==> src/rtl/seg7_pkg.sv <==
// Shared constants for the multiplexed seven-segment display path.
// Segment codes are active low, bit order {g,f,e,d,c,b,a}.
package seg7_pkg;

   localparam logic [7:0] SEG_OFF = 8'hFF;
   localparam logic [3:0] DIG_OFF = 4'hF;

   // Entry 15 is written first, so the list reads F..0 from left to right.
   localparam logic [15:0][6:0] HEX_SEG = {
      7'h0E, 7'h06, 7'h21, 7'h46, 7'h03, 7'h08, 7'h10, 7'h00,
      7'h78, 7'h02, 7'h12, 7'h19, 7'h30, 7'h24, 7'h79, 7'h40
   };

   typedef enum logic {
      S_DEAD = 1'b0,
      S_ON   = 1'b1
   } state_e;

endpackage

==> src/rtl/seg7_scan_driver_hex2seg.sv <==
// Combinational hex nibble to active-low seven-segment decoder.
module hex2seg
   import seg7_pkg::*;
(
   input  logic [3:0] nib_i,
   output logic [6:0] seg_o
);

   assign seg_o = HEX_SEG[nib_i];

endmodule

==> src/rtl/seg7_scan_driver.sv <==
// Four-digit common-anode scan driver: per-frame input latch, dead-time gap,
// optional leading-zero blanking and per-digit decimal points.
module seg7_scan_driver
   import seg7_pkg::*;
#(
   parameter int SCAN_DIV  = 25000,
   parameter int BLANK_CYC = 250
) (
   input  logic        clk,
   input  logic        rst_n,
   input  logic [15:0] display_num,
   input  logic [3:0]  dp_en,
   input  logic        blank_lz,
   output logic [7:0]  seg,
   output logic [3:0]  dig,
   output logic        frame_start,
   output logic        dbg_state
);

   localparam int CW = (SCAN_DIV > 1) ? $clog2(SCAN_DIV) : 1;
   localparam logic [CW-1:0] CNT_LAST  = CW'(SCAN_DIV - 1);
   localparam logic [CW-1:0] DEAD_LAST = CW'((BLANK_CYC > 0) ? BLANK_CYC - 1 : 0);
   localparam state_e ST_RESET = (BLANK_CYC > 0) ? S_DEAD : S_ON;

   logic [CW-1:0] cnt_q, cnt_d;
   logic [1:0]    idx_q, idx_d;
   state_e        state_q, state_d;
   logic [15:0]   num_q;
   logic [3:0]    dp_q;
   logic          lz_q;
   logic [7:0]    seg_q, seg_d;
   logic [3:0]    dig_q, dig_d;
   logic          fs_q;

   logic          frame_edge;
   logic          slot_last;
   logic [15:0]   num_eff;
   logic [3:0]    dp_eff;
   logic          lz_eff;
   logic [3:0]    nib;
   logic [6:0]    nib_seg;
   logic          blanked;

   // The latch edge also feeds the slot-0 decode, so a BLANK_CYC=0 build
   // shows the freshly captured word on its first output cycle.
   assign frame_edge = (cnt_q == '0) && (idx_q == 2'd0);
   assign slot_last  = (cnt_q == CNT_LAST);
   assign num_eff    = frame_edge ? display_num : num_q;
   assign dp_eff     = frame_edge ? dp_en       : dp_q;
   assign lz_eff     = frame_edge ? blank_lz    : lz_q;
   assign nib        = num_eff[{idx_q, 2'b00} +: 4];

   hex2seg u_hex2seg (
      .nib_i (nib),
      .seg_o (nib_seg)
   );

   always_comb begin
      blanked = 1'b0;
      case (idx_q)
         2'd3:    blanked = lz_eff && (num_eff[15:12] == 4'h0);
         2'd2:    blanked = lz_eff && (num_eff[15:8]  == 8'h00);
         2'd1:    blanked = lz_eff && (num_eff[15:4]  == 12'h000);
         default: blanked = 1'b0;
      endcase
   end

   always_comb begin
      cnt_d   = slot_last ? '0 : cnt_q + CW'(1);
      idx_d   = slot_last ? idx_q + 2'd1 : idx_q;
      state_d = state_q;
      case (state_q)
         S_DEAD: if ((BLANK_CYC == 0) || (cnt_q == DEAD_LAST)) state_d = S_ON;
         S_ON:   if (slot_last && (BLANK_CYC > 0))             state_d = S_DEAD;
         default: state_d = ST_RESET;
      endcase
      seg_d = SEG_OFF;
      dig_d = DIG_OFF;
      if ((state_q == S_ON) && !blanked) begin
         dig_d = ~(4'b0001 << idx_q);
         seg_d = {~dp_eff[idx_q], nib_seg};
      end
   end

   always_ff @(posedge clk or negedge rst_n) begin
      if (!rst_n) begin
         cnt_q   <= '0;
         idx_q   <= 2'd0;
         state_q <= ST_RESET;
         num_q   <= 16'h0000;
         dp_q    <= 4'h0;
         lz_q    <= 1'b0;
         seg_q   <= SEG_OFF;
         dig_q   <= DIG_OFF;
         fs_q    <= 1'b0;
      end else begin
         cnt_q   <= cnt_d;
         idx_q   <= idx_d;
         state_q <= state_d;
         seg_q   <= seg_d;
         dig_q   <= dig_d;
         fs_q    <= frame_edge;
         if (frame_edge) begin
            num_q <= display_num;
            dp_q  <= dp_en;
            lz_q  <= blank_lz;
         end
      end
   end

   assign seg         = seg_q;
   assign dig         = dig_q;
   assign frame_start = fs_q;
   assign dbg_state   = state_q;

endmodule

==> config.mk <==
export PLATFORM = sky130hd
export DESIGN_NAME = seg7_scan_driver
export DESIGN_NICKNAME = d
export VERILOG_FILES = /design/src/rtl/seg7_pkg.sv /design/src/rtl/seg7_scan_driver_hex2seg.sv /design/src/rtl/seg7_scan_driver.sv
export SDC_FILE = /design/constraint.sdc
export NUM_CORES = 1
export LEC_CHECK = 0
export ABC_CLOCK_PERIOD_IN_PS = 3800
export CORE_MARGIN = 2
export CORE_UTILIZATION = 48
export CTS_CLUSTER_SIZE = 10
export DETAILED_ROUTE_END_ITERATION = 8
export GPL_TIMING_DRIVEN = 0
export HOLD_SLACK_MARGIN = 0.08
export PLACE_DENSITY = 0.76
export SLEW_MARGIN = 30
export SYNTH_ARGS = -nofsm -noshare
export SYNTH_HDL_FRONTEND = slang
export SYNTH_SLANG_ARGS = --single-unit
==> constraint.sdc <==
create_clock -name clk -period 3.8 [get_ports clk]
set_input_delay 0.57 -clock clk [delete_from_list [all_inputs] [get_ports clk]]
set_output_delay 0.57 -clock clk [all_outputs]
set_load 0.02 [all_outputs]
==> results of run 1 <==
==> sequential cells by signal (all words and copies together), names as in the netlist <==
signal       count
cnt_q           15
dig              4
frame_start      1
seg              8
lz_q             1
dp_q             4
idx_q            2
dbg_state        1
num_q           16
==> Yosys cell counts (all sizes together) (2+ instances only) <==
library cell | n | area (um^2)
nand3b | 3 | 22.52
mux2 | 14 | 165.2
mux2i | 9 | 115.1
buf | 3 | 33.78
nand3 | 7 | 35.03
dfstp | 12 | 315.3
mux4 | 7 | 161.4
dfrtp | 40 | 1001
and3 | 5 | 31.28
o211ai | 3 | 27.52
nor2b | 2 | 12.51
xor2 | 5 | 43.79
nor4 | 7 | 73.82
inv | 9 | 33.79
nor3 | 7 | 40.04
nand2 | 43 | 161.4
o21ai | 3 | 15.01
xnor2 | 10 | 87.58
nand4 | 4 | 31.28
ha | 13 | 162.7
nor2 | 12 | 47.55
clkbuf | 2 | 7.510
==> per-stage QoR <==
stage          power (mW)  hold slack, ps
6_report           0.9853           267.8
5_1_grt             1.030           317.4
4_1_cts            0.9956           289.1
3_5_place_dp       0.6690           463.4
3_3_place_gp       0.6665           452.1
2_1_floorplan      0.6225           274.4
==> what timing repair did <==
action | 4_1_cts | 5_1_grt
gates resized for setup | 0 | 1
setup endpoints to repair | 0 | 1
hold endpoints to repair | 0 | 0
==> logic make-up (layout without fill, tap and decap cells) <==
logic type	Yosys count	after routing	share of synthesized area (%)
AND/OR/NAND/NOR	93	93	17.73
XOR/XNOR	15	15	4.836
adder cells (fa/ha/maj)	13	13	5.988
AO/OA/AOI/OAI	13	13	3.823
multiplexers	30	30	16.26
flip-flops	52	52	48.46
buffers and inverters	15	59	2.902
==> cells in the final DEF (no fill, tap or decap), types with 5 or more instances in the layout <==
cell	n
sky130_fd_sc_hd__and3_1	5
sky130_fd_sc_hd__clkbuf_8	6
sky130_fd_sc_hd__clkdlybuf4s50_1	35
sky130_fd_sc_hd__dfrtp_1	40
sky130_fd_sc_hd__dfstp_2	12
sky130_fd_sc_hd__ha_1	13
sky130_fd_sc_hd__inv_1	7
sky130_fd_sc_hd__mux2_2	12
sky130_fd_sc_hd__mux2i_1	7
sky130_fd_sc_hd__mux4_2	6
sky130_fd_sc_hd__nand2_1	43
sky130_fd_sc_hd__nand3_1	7
sky130_fd_sc_hd__nor2_1	11
sky130_fd_sc_hd__nor3_1	6
sky130_fd_sc_hd__nor4_1	5
sky130_fd_sc_hd__xnor2_1	10
sky130_fd_sc_hd__xor2_1	5
==> final cells by class <==
type,instances,area share (%)
inverter,10,1.228
timing repair buffer,36,10.97
sequential,52,40.37
multi-input combinational,164,40.52
tap,72,2.763
clock inverter,1,0.2302
buffer,5,1.266
clock buffer,7,2.648
==> how the worst max path moves through the flow <==
stage / end / slack [ps] / startpoint / cells past startpoint
after floorplan: seg[0]$_DFF_PN1_ / 630 / idx_q[0]$_DFFE_PN0N_ / 13
after global placement: seg[0]$_DFF_PN1_ / 220 / idx_q[0]$_DFFE_PN0N_ / 13
after detailed placement: seg[0]$_DFF_PN1_ / 190 / idx_q[0]$_DFFE_PN0N_ / 13
after CTS: seg[0]$_DFF_PN1_ / 180 / idx_q[0]$_DFFE_PN0N_ / 13
after global routing: seg[0]$_DFF_PN1_ / 20 / idx_q[1]$_DFFE_PN0N_ / 13
final: seg[0]$_DFF_PN1_ / 260 / idx_q[0]$_DFFE_PN0N_ / 13
==> critical path, stage by stage (launching register included) <==
cell	delay, ps
sky130_fd_sc_hd__dfrtp_1	490
sky130_fd_sc_hd__inv_4	200
sky130_fd_sc_hd__ha_1	250
sky130_fd_sc_hd__and4bb_1	230
sky130_fd_sc_hd__nand4_2	140
sky130_fd_sc_hd__buf_6	190
sky130_fd_sc_hd__buf_6	150
sky130_fd_sc_hd__mux2_4	310
sky130_fd_sc_hd__mux4_2	550
sky130_fd_sc_hd__inv_1	140
sky130_fd_sc_hd__ha_1	290
sky130_fd_sc_hd__nor2_1	60
sky130_fd_sc_hd__a22o_1	240
sky130_fd_sc_hd__o31ai_1	220
==> power breakdown <==
| part | switching (mW) | internal [mW] |
|---|---|---|
| Clock | 0.179 | 0.148 |
| Combinational | 0.0414 | 0.0457 |
| Sequential | 0.00606 | 0.565 |
==> routing by layer <==
layer  vias to the layer above  track usage [%]  part of all wire (%)
met3                         4            3.523                   3.2
met1                       890            24.85                    46
met4                         0            7.241                   1.3
met5                         -                0                     0
li1                        890                -                     -
met2                        43            29.32                    50
==> run_results.csv, run 1 <==
group,metric,value,unit
sta,fmaxAchievable,282.4,MHz
grt,wire_length_of_the_first_global_routing_pass,8818,um
layout,final_standard_cell_area_without_fillers,0.003261,mm^2
place,dpl.cell_count,339,
critical_path,critical_path_required,4030,ps
place,dp_worst_slack,185.4,ps
cts,cts.htree.levels,2,
route,route.detailed.drc,0,
power_and_ir_drop,power.density,302.2,mW/mm^2
logic_synthesis,synth_seq_area_share,48.46,%
cts,numCtsBuffers,5,
cts,post_cts.repair.setup_buffers,0,
sta,worst_slew_pin_slew,633.7,ps
sta,final_worst_path_cycle_share,93.20,%
route,avgViaCountPerCell,5.265,
floorplan,floorplan.rows,27,
layout,register_area,0.001316,mm^2
route,route.vias.total,1827,
cts,hold_fix_buffers_cts,0,
flow_run,max_capacitance_violation_count,0,
cts,clock_tree_from_tritoncts,"built",
cts,clk_transition_reported_paths,90,ps
power_and_ir_drop,vdd_drop_max,0.2548,mV
place,detailed_place.area,0.003164,mm^2
critical_path,worst_r2r_startpoint,"idx_q[0]$_DFFE_PN0N_",
sta,finalHoldViolations,0,
critical_path,r2r_setup_slack,260,ps
logic_synthesis,synth_top_flop_cell,"sky130_fd_sc_hd__dfrtp_1",
grt,grt_antenna_before_repair,0,
sta,fin_tns_setup,0,ps
floorplan,die_w,79.23,um
route,detail_route.wirelength,5103,um
power_and_ir_drop,p_leak,1.453,nW
sta,timing.final.ws_setup,258.4,ps
logic_synthesis,synth_nets,267,
place,place.gp.congestion,0.8123,
floorplan,die_h,79.23,um
floorplan,ioPinCount,37,
floorplan,core_area,0.005473,mm^2
grt,grt_max_degree,53,
critical_path,critical_path.endpoint_type,"flop",
grt,overflow,0,
logic_synthesis,postSynthCellCount,231,
cts,clkLatencyLatePin,310,ps
logic_synthesis,async_flop_share,100.0,%
route,drtIter0Drc,53,
logic_synthesis,ys_types,42,
cts,cts_sinks,52,
sta,layout_min_cycle_time,3542,ps
layout,multiInputGateArea,0.001321,mm^2
cts,ctsLongestPathBuffers,2,
route,ant_nets,0,
layout,number_of_filler_cells_placed_in_the_layout,481,
critical_path,timing.critical_path.fanout_max,10,
sta,unrepaired_setup_endpoints_after_global_routing,"no",
cts,clk_root_buffer_cell,"sky130_fd_sc_hd__clkbuf_8",
logic_synthesis,synthesis.area,0.002716,mm^2
critical_path,worst-r2r-cell-count,13,
critical_path,critical_path_start_type,"flop",
place,dp.final_hpwl,3766,um
route,dr.pass1.iters,5,
layout,share_of_post_route_cells_with_drive_strength_above_1,19.64,%
logic_synthesis,yosysWarningCount,0,
sta,drv_slew,0,
logic_synthesis,edff_count_synth,0,
place,io_port_bufs,36,
critical_path,critical_path.reg2reg.endpoint,"seg[0]$_DFF_PN1_",
route,post_drt_wl_per_cell,14.71,um
critical_path,critical_path_arrival,3770,ps
grt,grt_use_total,18.37,%
critical_path,timing_worst_setup_path_type,"reg2reg",
layout,layoutNonFillerInstCount,347,
floorplan,initial_cell_density_of_the_core,49.63,%
grt,grt_pass1_vias,1828,
logic_synthesis,ys_ff_latch,52,
layout,areaGrowthSynthToFinish,20.04,%
logic_synthesis,syn-mean-instance-area,11.76,um^2
layout,final_net_count,310,
floorplan,total_die_area,0.006277,mm^2
status,run_status,"finished clean",
layout,antenna_cells_inserted,0,
sta,worst_clock_skew,10.99,ps
worst_hold_path,worstHoldPathType,"in2async",
layout,finalCoreUtilization,59.58,%
sta,max_slew_margin_vs_limit,57.75,%
sta,setup_viol,0,
Note: power is estimated with default switching activity, not from simulation.
==> inputs of run 2 (changes only) <==
CORE_ASPECT_RATIO = 0.5   (was default)
PLACE_DENSITY = 0.74   (was 0.76)
==> run_results.csv, run 2 (synthesized netlist as in run 1, its figures left out) <==
group,metric,value,unit
power_and_ir_drop,vdd_drop_max,0.2694,mV
cts,post_cts_resized,0,
route,drtIter0Drc,90,
cts,clkLatencyLatePin,290,ps
layout,largest_reg_flops,16,
place,place.gp.congestion,0.8452,
cts,hold_fix_buffers_cts,0,
sta,finalHoldViolations,0,
layout,final_net_count,310,
critical_path,timing_worst_setup_path_type,"reg2reg",
sta,worst_clock_skew,3.942,ps
sta,layout_min_cycle_time,3557,ps
layout,finalCoreUtilization,60.89,%
floorplan,die_w,110.4,um
route,avgViaCountPerCell,5.359,
route,dr.pass1.iters,4,
cts,post_cts.repair.setup_buffers,0,
floorplan,floorplan.rows,19,
critical_path,timing.critical_path.fanout_max,10,
critical_path,critical_path.endpoint_type,"flop",
worst_hold_path,worstHoldPathType,"in2async",
sta,timing.hold.ws,308.2,ps
place,dp.final_hpwl,4039,um
power_and_ir_drop,p_leak,1.489,nW
cts,clock_tree_from_tritoncts,"built",
sta,worst_slew_pin_slew,645.1,ps
sta,max_slew_margin_vs_limit,56.99,%
critical_path,critical_path_required,4000,ps
route,route.detailed.drc,0,
route,route.vias.total,1865,
floorplan,total_die_area,0.006313,mm^2
sta,unrepaired_setup_endpoints_after_global_routing,"no",
layout,share_of_post_route_cells_with_drive_strength_above_1,19.64,%
grt,wire_length_of_the_first_global_routing_pass,8956,um
layout,top_register,"num_q",
route,post_drt_wl_per_cell,15.59,um
critical_path,critical_path_start_type,"flop",
sta,setup_viol,0,
cts,cts.htree.levels,2,
route,detail_route.wirelength,5424,um
place,detailed_place.area,0.003166,mm^2
route,ant_nets,0,
layout,final_standard_cell_area_without_fillers,0.003329,mm^2
layout,antenna_cells_inserted,0,
critical_path,critical_path_arrival,3760,ps
floorplan,ioPinCount,37,
cts,numCtsBuffers,5,
cts,clk_transition_reported_paths,70,ps
layout,most_used_cells_in_the_layout_excluding_fill_and_tap_cells,"43 x sky130_fd_sc_hd__nand2_1, 40 x sky130_fd_sc_hd__dfrtp_1, 35 x sky130_fd_sc_hd__clkdlybuf4s50_1",
floorplan,initial_cell_density_of_the_core,49.68,%
grt,overflow,0,
cts,ctsLongestPathBuffers,2,
layout,final_common_cell,"sky130_fd_sc_hd__nand2_1",
grt,grt_pass1_vias,1844,
floorplan,die_h,57.20,um
layout,number_of_filler_cells_placed_in_the_layout,427,
grt,grt_use_total,18.81,%
status,run_status,"finished clean",
place,io_port_bufs,36,
power_and_ir_drop,power.density,348.8,mW/mm^2
layout,areaGrowthSynthToFinish,22.57,%
floorplan,core_area,0.005468,mm^2
grt,grt_max_degree,53,
sta,drv_slew,0,
sta,fin_tns_setup,0,ps
sta,final_worst_path_cycle_share,93.59,%
sta,fmaxAchievable,281.2,MHz
flow_run,max_capacitance_violation_count,0,
cts,clk_root_buffer_cell,"sky130_fd_sc_hd__clkbuf_16",
grt,grt_antenna_before_repair,0,
cts,cts_sinks,52,
-- run 2: area by class of cell --
cell class              instances  area (um^2)  area share [%]
plain buffers                   5        41.29           1.240
clock buffers                   6        128.9           3.871
clock inverters                 2        35.03           1.052
inverters                      10        37.54           1.127
multi-input cells             164         1321           39.68
flip-flops and latches         52         1316           39.53
well taps                      73        91.34           2.743
repair buffers                 36        357.8           10.75
-- run 2: worst paths after layout --
check                                startpoint                  end  slack, ps  depth (start not counted)
max in group asynchronous                 rst_n  num_q[14]$_DFF_PN0_       3060                          1
min in group clk             num_q[3]$_DFF_PN0_   num_q[3]$_DFF_PN0_        480                          2
max                        idx_q[0]$_DFFE_PN0N_     seg[0]$_DFF_PN1_        240                         13
min reg2reg                  num_q[3]$_DFF_PN0_   num_q[3]$_DFF_PN0_        480                          2
max reg2reg                idx_q[0]$_DFFE_PN0N_     seg[0]$_DFF_PN1_        240                         13
min                                       rst_n   cnt_q[5]$_DFF_PN0_        310                          1
-- run 2: power by group --
part | total, mW | switching [mW] | leakage (nW) | internal, mW
Sequential | 0.572 | 0.00680 | 0.622 | 0.565
Combinational | 0.0873 | 0.0417 | 0.786 | 0.0456
Clock | 0.502 | 0.192 | 0.0808 | 0.310
Total | 1.16 | 0.240 | 1.49 | 0.921
-- run 2: per-layer routing --
| metal | part of all wire, % | routed length, um | track usage [%] | up-vias |
|---|---|---|---|---|
| met5 | 0 | 0 | 0 | - |
| met4 | 0.81 | 44 | 5.357 | 0 |
| met3 | 2.7 | 147 | 4.114 | 4 |
| met1 | 45 | 2446 | 25.09 | 943 |
| li1 | - | - | - | 897 |
| met2 | 51 | 2786 | 31.38 | 21 |
-- run 2: worst max-delay path: stages, from the launching register on --
cell	delay, ps
sky130_fd_sc_hd__dfrtp_1	450
sky130_fd_sc_hd__inv_2	250
sky130_fd_sc_hd__ha_1	240
sky130_fd_sc_hd__and4bb_1	230
sky130_fd_sc_hd__nand4_2	150
sky130_fd_sc_hd__buf_6	200
sky130_fd_sc_hd__buf_6	150
sky130_fd_sc_hd__mux2_4	300
sky130_fd_sc_hd__mux4_2	560
sky130_fd_sc_hd__inv_1	140
sky130_fd_sc_hd__ha_1	280
sky130_fd_sc_hd__nor2_1	60
sky130_fd_sc_hd__a22o_1	240
sky130_fd_sc_hd__o31ai_1	220
-- run 2: stage by stage --
stage | setup slack (ps) | cells | total power, mW
2_1_floorplan | 626.1 | 231 | 0.6225
3_3_place_gp | 265.9 | 340 | 0.6657
3_5_place_dp | 251.1 | 340 | 0.6697
4_1_cts | 229.6 | 348 | 1.172
5_1_grt | 5.736 | 348 | 1.206
6_report | 243.4 | 348 | 1.161
==> inputs of run 3 (changes only) <==
CTS_BUF_LIST = sky130_fd_sc_hd__clkbuf_8   (was default)
PLACE_DENSITY = 0.75   (was 0.74)
==> run_results.csv, run 3 (synthesized netlist as in run 1, its figures left out) <==
group,metric,value,unit
floorplan,die_w,110.4,um
status,run_status,"finished clean",
place,dp.final_hpwl,3943,um
cts,cts_sinks,52,
sta,worst_slew_pin_slew,623.3,ps
critical_path,timing_worst_setup_path_type,"reg2reg",
route,drtIter0Drc,69,
critical_path,critical_path_start_type,"flop",
layout,layoutNonFillerInstCount,348,
route,dr.pass1.iters,4,
cts,clk_transition_reported_paths,100,ps
floorplan,total_die_area,0.006313,mm^2
power_and_ir_drop,internal_power,0.7349,mW
layout,number_of_filler_cells_placed_in_the_layout,454,
cts,clk_root_buffer_cell,"sky130_fd_sc_hd__clkbuf_8",
place,io_port_bufs,36,
power_and_ir_drop,vdd_drop_max,0.1451,mV
floorplan,initial_cell_density_of_the_core,49.68,%
cts,clkLatencyLatePin,310,ps
place,place.gp.congestion,0.8498,
layout,final_net_count,310,
grt,grt_use_total,18.65,%
place,dpl.cell_count,340,
grt,grt_antenna_before_repair,0,
grt,grt_max_degree,53,
sta,final_worst_path_cycle_share,92.97,%
cts,cts.htree.levels,2,
sta,unrepaired_setup_endpoints_after_global_routing,"no",
sta,drv_slew,0,
sta,fmaxAchievable,283.1,MHz
critical_path,max_stage_delay,560,ps
flow_run,max_capacitance_violation_count,0,
cts,numCtsBuffers,5,
sta,layout_min_cycle_time,3533,ps
cts,hold_fix_buffers_cts,0,
floorplan,die_h,57.20,um
route,route.vias.total,1836,
layout,share_of_post_route_cells_with_drive_strength_above_1,19.27,%
route,ant_nets,0,
sta,setup_viol,0,
worst_hold_path,worstHoldPathType,"in2async",
layout,top_register,"num_q",
route,route.detailed.drc,0,
sta,finalHoldViolations,0,
layout,register_area,0.001316,mm^2
critical_path,critical_path_arrival,3760,ps
grt,wire_length_of_the_first_global_routing_pass,8921,um
critical_path,slowest_stage_cell_crit_path,"sky130_fd_sc_hd__mux4_2",
route,detail_route.wirelength,5232,um
layout,final_common_cell,"sky130_fd_sc_hd__nand2_1",
critical_path,critical_path_required,4030,ps
layout,largest_reg_flops,16,
floorplan,floorplan.rows,19,
route,post_drt_wl_per_cell,15.03,um
power_and_ir_drop,power.share.sequential,59.7,%
layout,antenna_cells_inserted,0,
cts,ctsLongestPathBuffers,2,
critical_path,critical_path.endpoint_type,"flop",
power_and_ir_drop,sw_frac_of_total,23.25,%
critical_path,timing.critical_path.fanout_max,10,
cts,clock_tree_from_tritoncts,"built",
layout,multiInputGateArea,0.001321,mm^2
power_and_ir_drop,power.combinational.fraction,9.0,%
critical_path,worstPathCellList,"inv_4 -> ha_1 -> and4bb_1 -> nand4_2 -> buf_6 -> buf_6 -> mux2_4 -> mux4_2 -> inv_1 -> ha_1 -> nor2_1 -> a22o_1 -> o31ai_1",
grt,grt_pass1_vias,1948,
power_and_ir_drop,power.clock.fraction,31.3,%
sta,worst_clock_skew,11.70,ps
sta,max_slew_margin_vs_limit,58.01,%
grt,overflow,0,
floorplan,ioPinCount,37,
route,avgViaCountPerCell,5.276,
power_and_ir_drop,power.density,294.7,mW/mm^2
floorplan,core_area,0.005468,mm^2
power_and_ir_drop,net-switching-power,0.2226,mW
sta,fin_tns_setup,0,ps
layout,most_used_cells_in_the_layout_excluding_fill_and_tap_cells,"43 x sky130_fd_sc_hd__nand2_1, 40 x sky130_fd_sc_hd__dfrtp_1, 35 x sky130_fd_sc_hd__clkdlybuf4s50_1",
layout,areaGrowthSynthToFinish,19.62,%
power_and_ir_drop,p_leak,1.460,nW
==> run 3: changes by cell type in the layout (fill, tap and decap cells not counted), sizes merged <==
cell    change
bufinv      -1
inv         +2
clkbuf      -1
==> run 3: final timing paths <==
| check | slack [ps] | depth (start not counted) | from | end |
|---|---|---|---|---|
| setup / recovery | 270 | 13 | idx_q[0]$_DFFE_PN0N_ | seg[0]$_DFF_PN1_ |
| hold / removal | 290 | 1 | rst_n | cnt_q[8]$_DFF_PN0_ |
| setup reg to reg | 270 | 13 | idx_q[0]$_DFFE_PN0N_ | seg[0]$_DFF_PN1_ |
| hold reg to reg | 480 | 1 | dbg_state$_DFF_PN0_ | dig[0]$_DFF_PN1_ |
| max in group asynchronous | 3090 | 1 | rst_n | dbg_state$_DFF_PN0_ |
| min in group clk | 480 | 1 | dbg_state$_DFF_PN0_ | dig[0]$_DFF_PN1_ |
==> run 3: final cells by class <==
type,count,share of cell area [%]
Buffer,5,1.271
Clock buffer,5,2.118
Clock inverter,3,0.3851
Inverter,10,1.232
Multi-Input combinational cell,164,40.66
Sequential cell,52,40.51
Tap cell,73,2.811
Timing Repair Buffer,36,11.01
==> run 3: through the flow <==
step	hold slack [ps]	total power [mW]	instance area, um^2	setup WS (ps)	utilization [%]
after CTS	306.8	0.9698	3247	176.7	59.38
after detailed placement	474.1	0.6690	3166	204.3	57.89
final	285.3	0.9576	3249	267.3	59.43
after floorplan	274.4	0.6225	2716	626.1	-
after global placement	449.3	0.6656	3168	263.0	57.94
after global routing	332.1	1.003	3249	17.66	59.43
==> run 3: repair_timing <==
item                       CTS  global route
resized for setup            0             1
setup buffers                0             0
setup endpoints to repair    0             1
==> run 3: power groups by stage <==
stage	clock [mW]	combinational (mW)	sequential [mW]
after floorplan	0	0.0432	0.579
after global placement	0	0.0848	0.581
after detailed placement	0	0.0873	0.582
after CTS	0.311	0.0876	0.571
after global routing	0.335	0.0958	0.573
final	0.300	0.0865	0.571
==> run 3: layer usage <==
metal	part of all wire, %	track usage [%]	wire [um]
met1	45	24.59	2348
met2	52	31.38	2726
met3	2.6	4.114	134
met4	0.44	5.536	23
met5	0	0	0
==> run 3: critical path, delay by kind of cell (launching register included) <==
family          cells  cell delay, ps
compound gates      2             470
fa+ha+maj           2             520
buf+inv             4             680
flops               1             480
mux                 2             860
simple gates        3             450
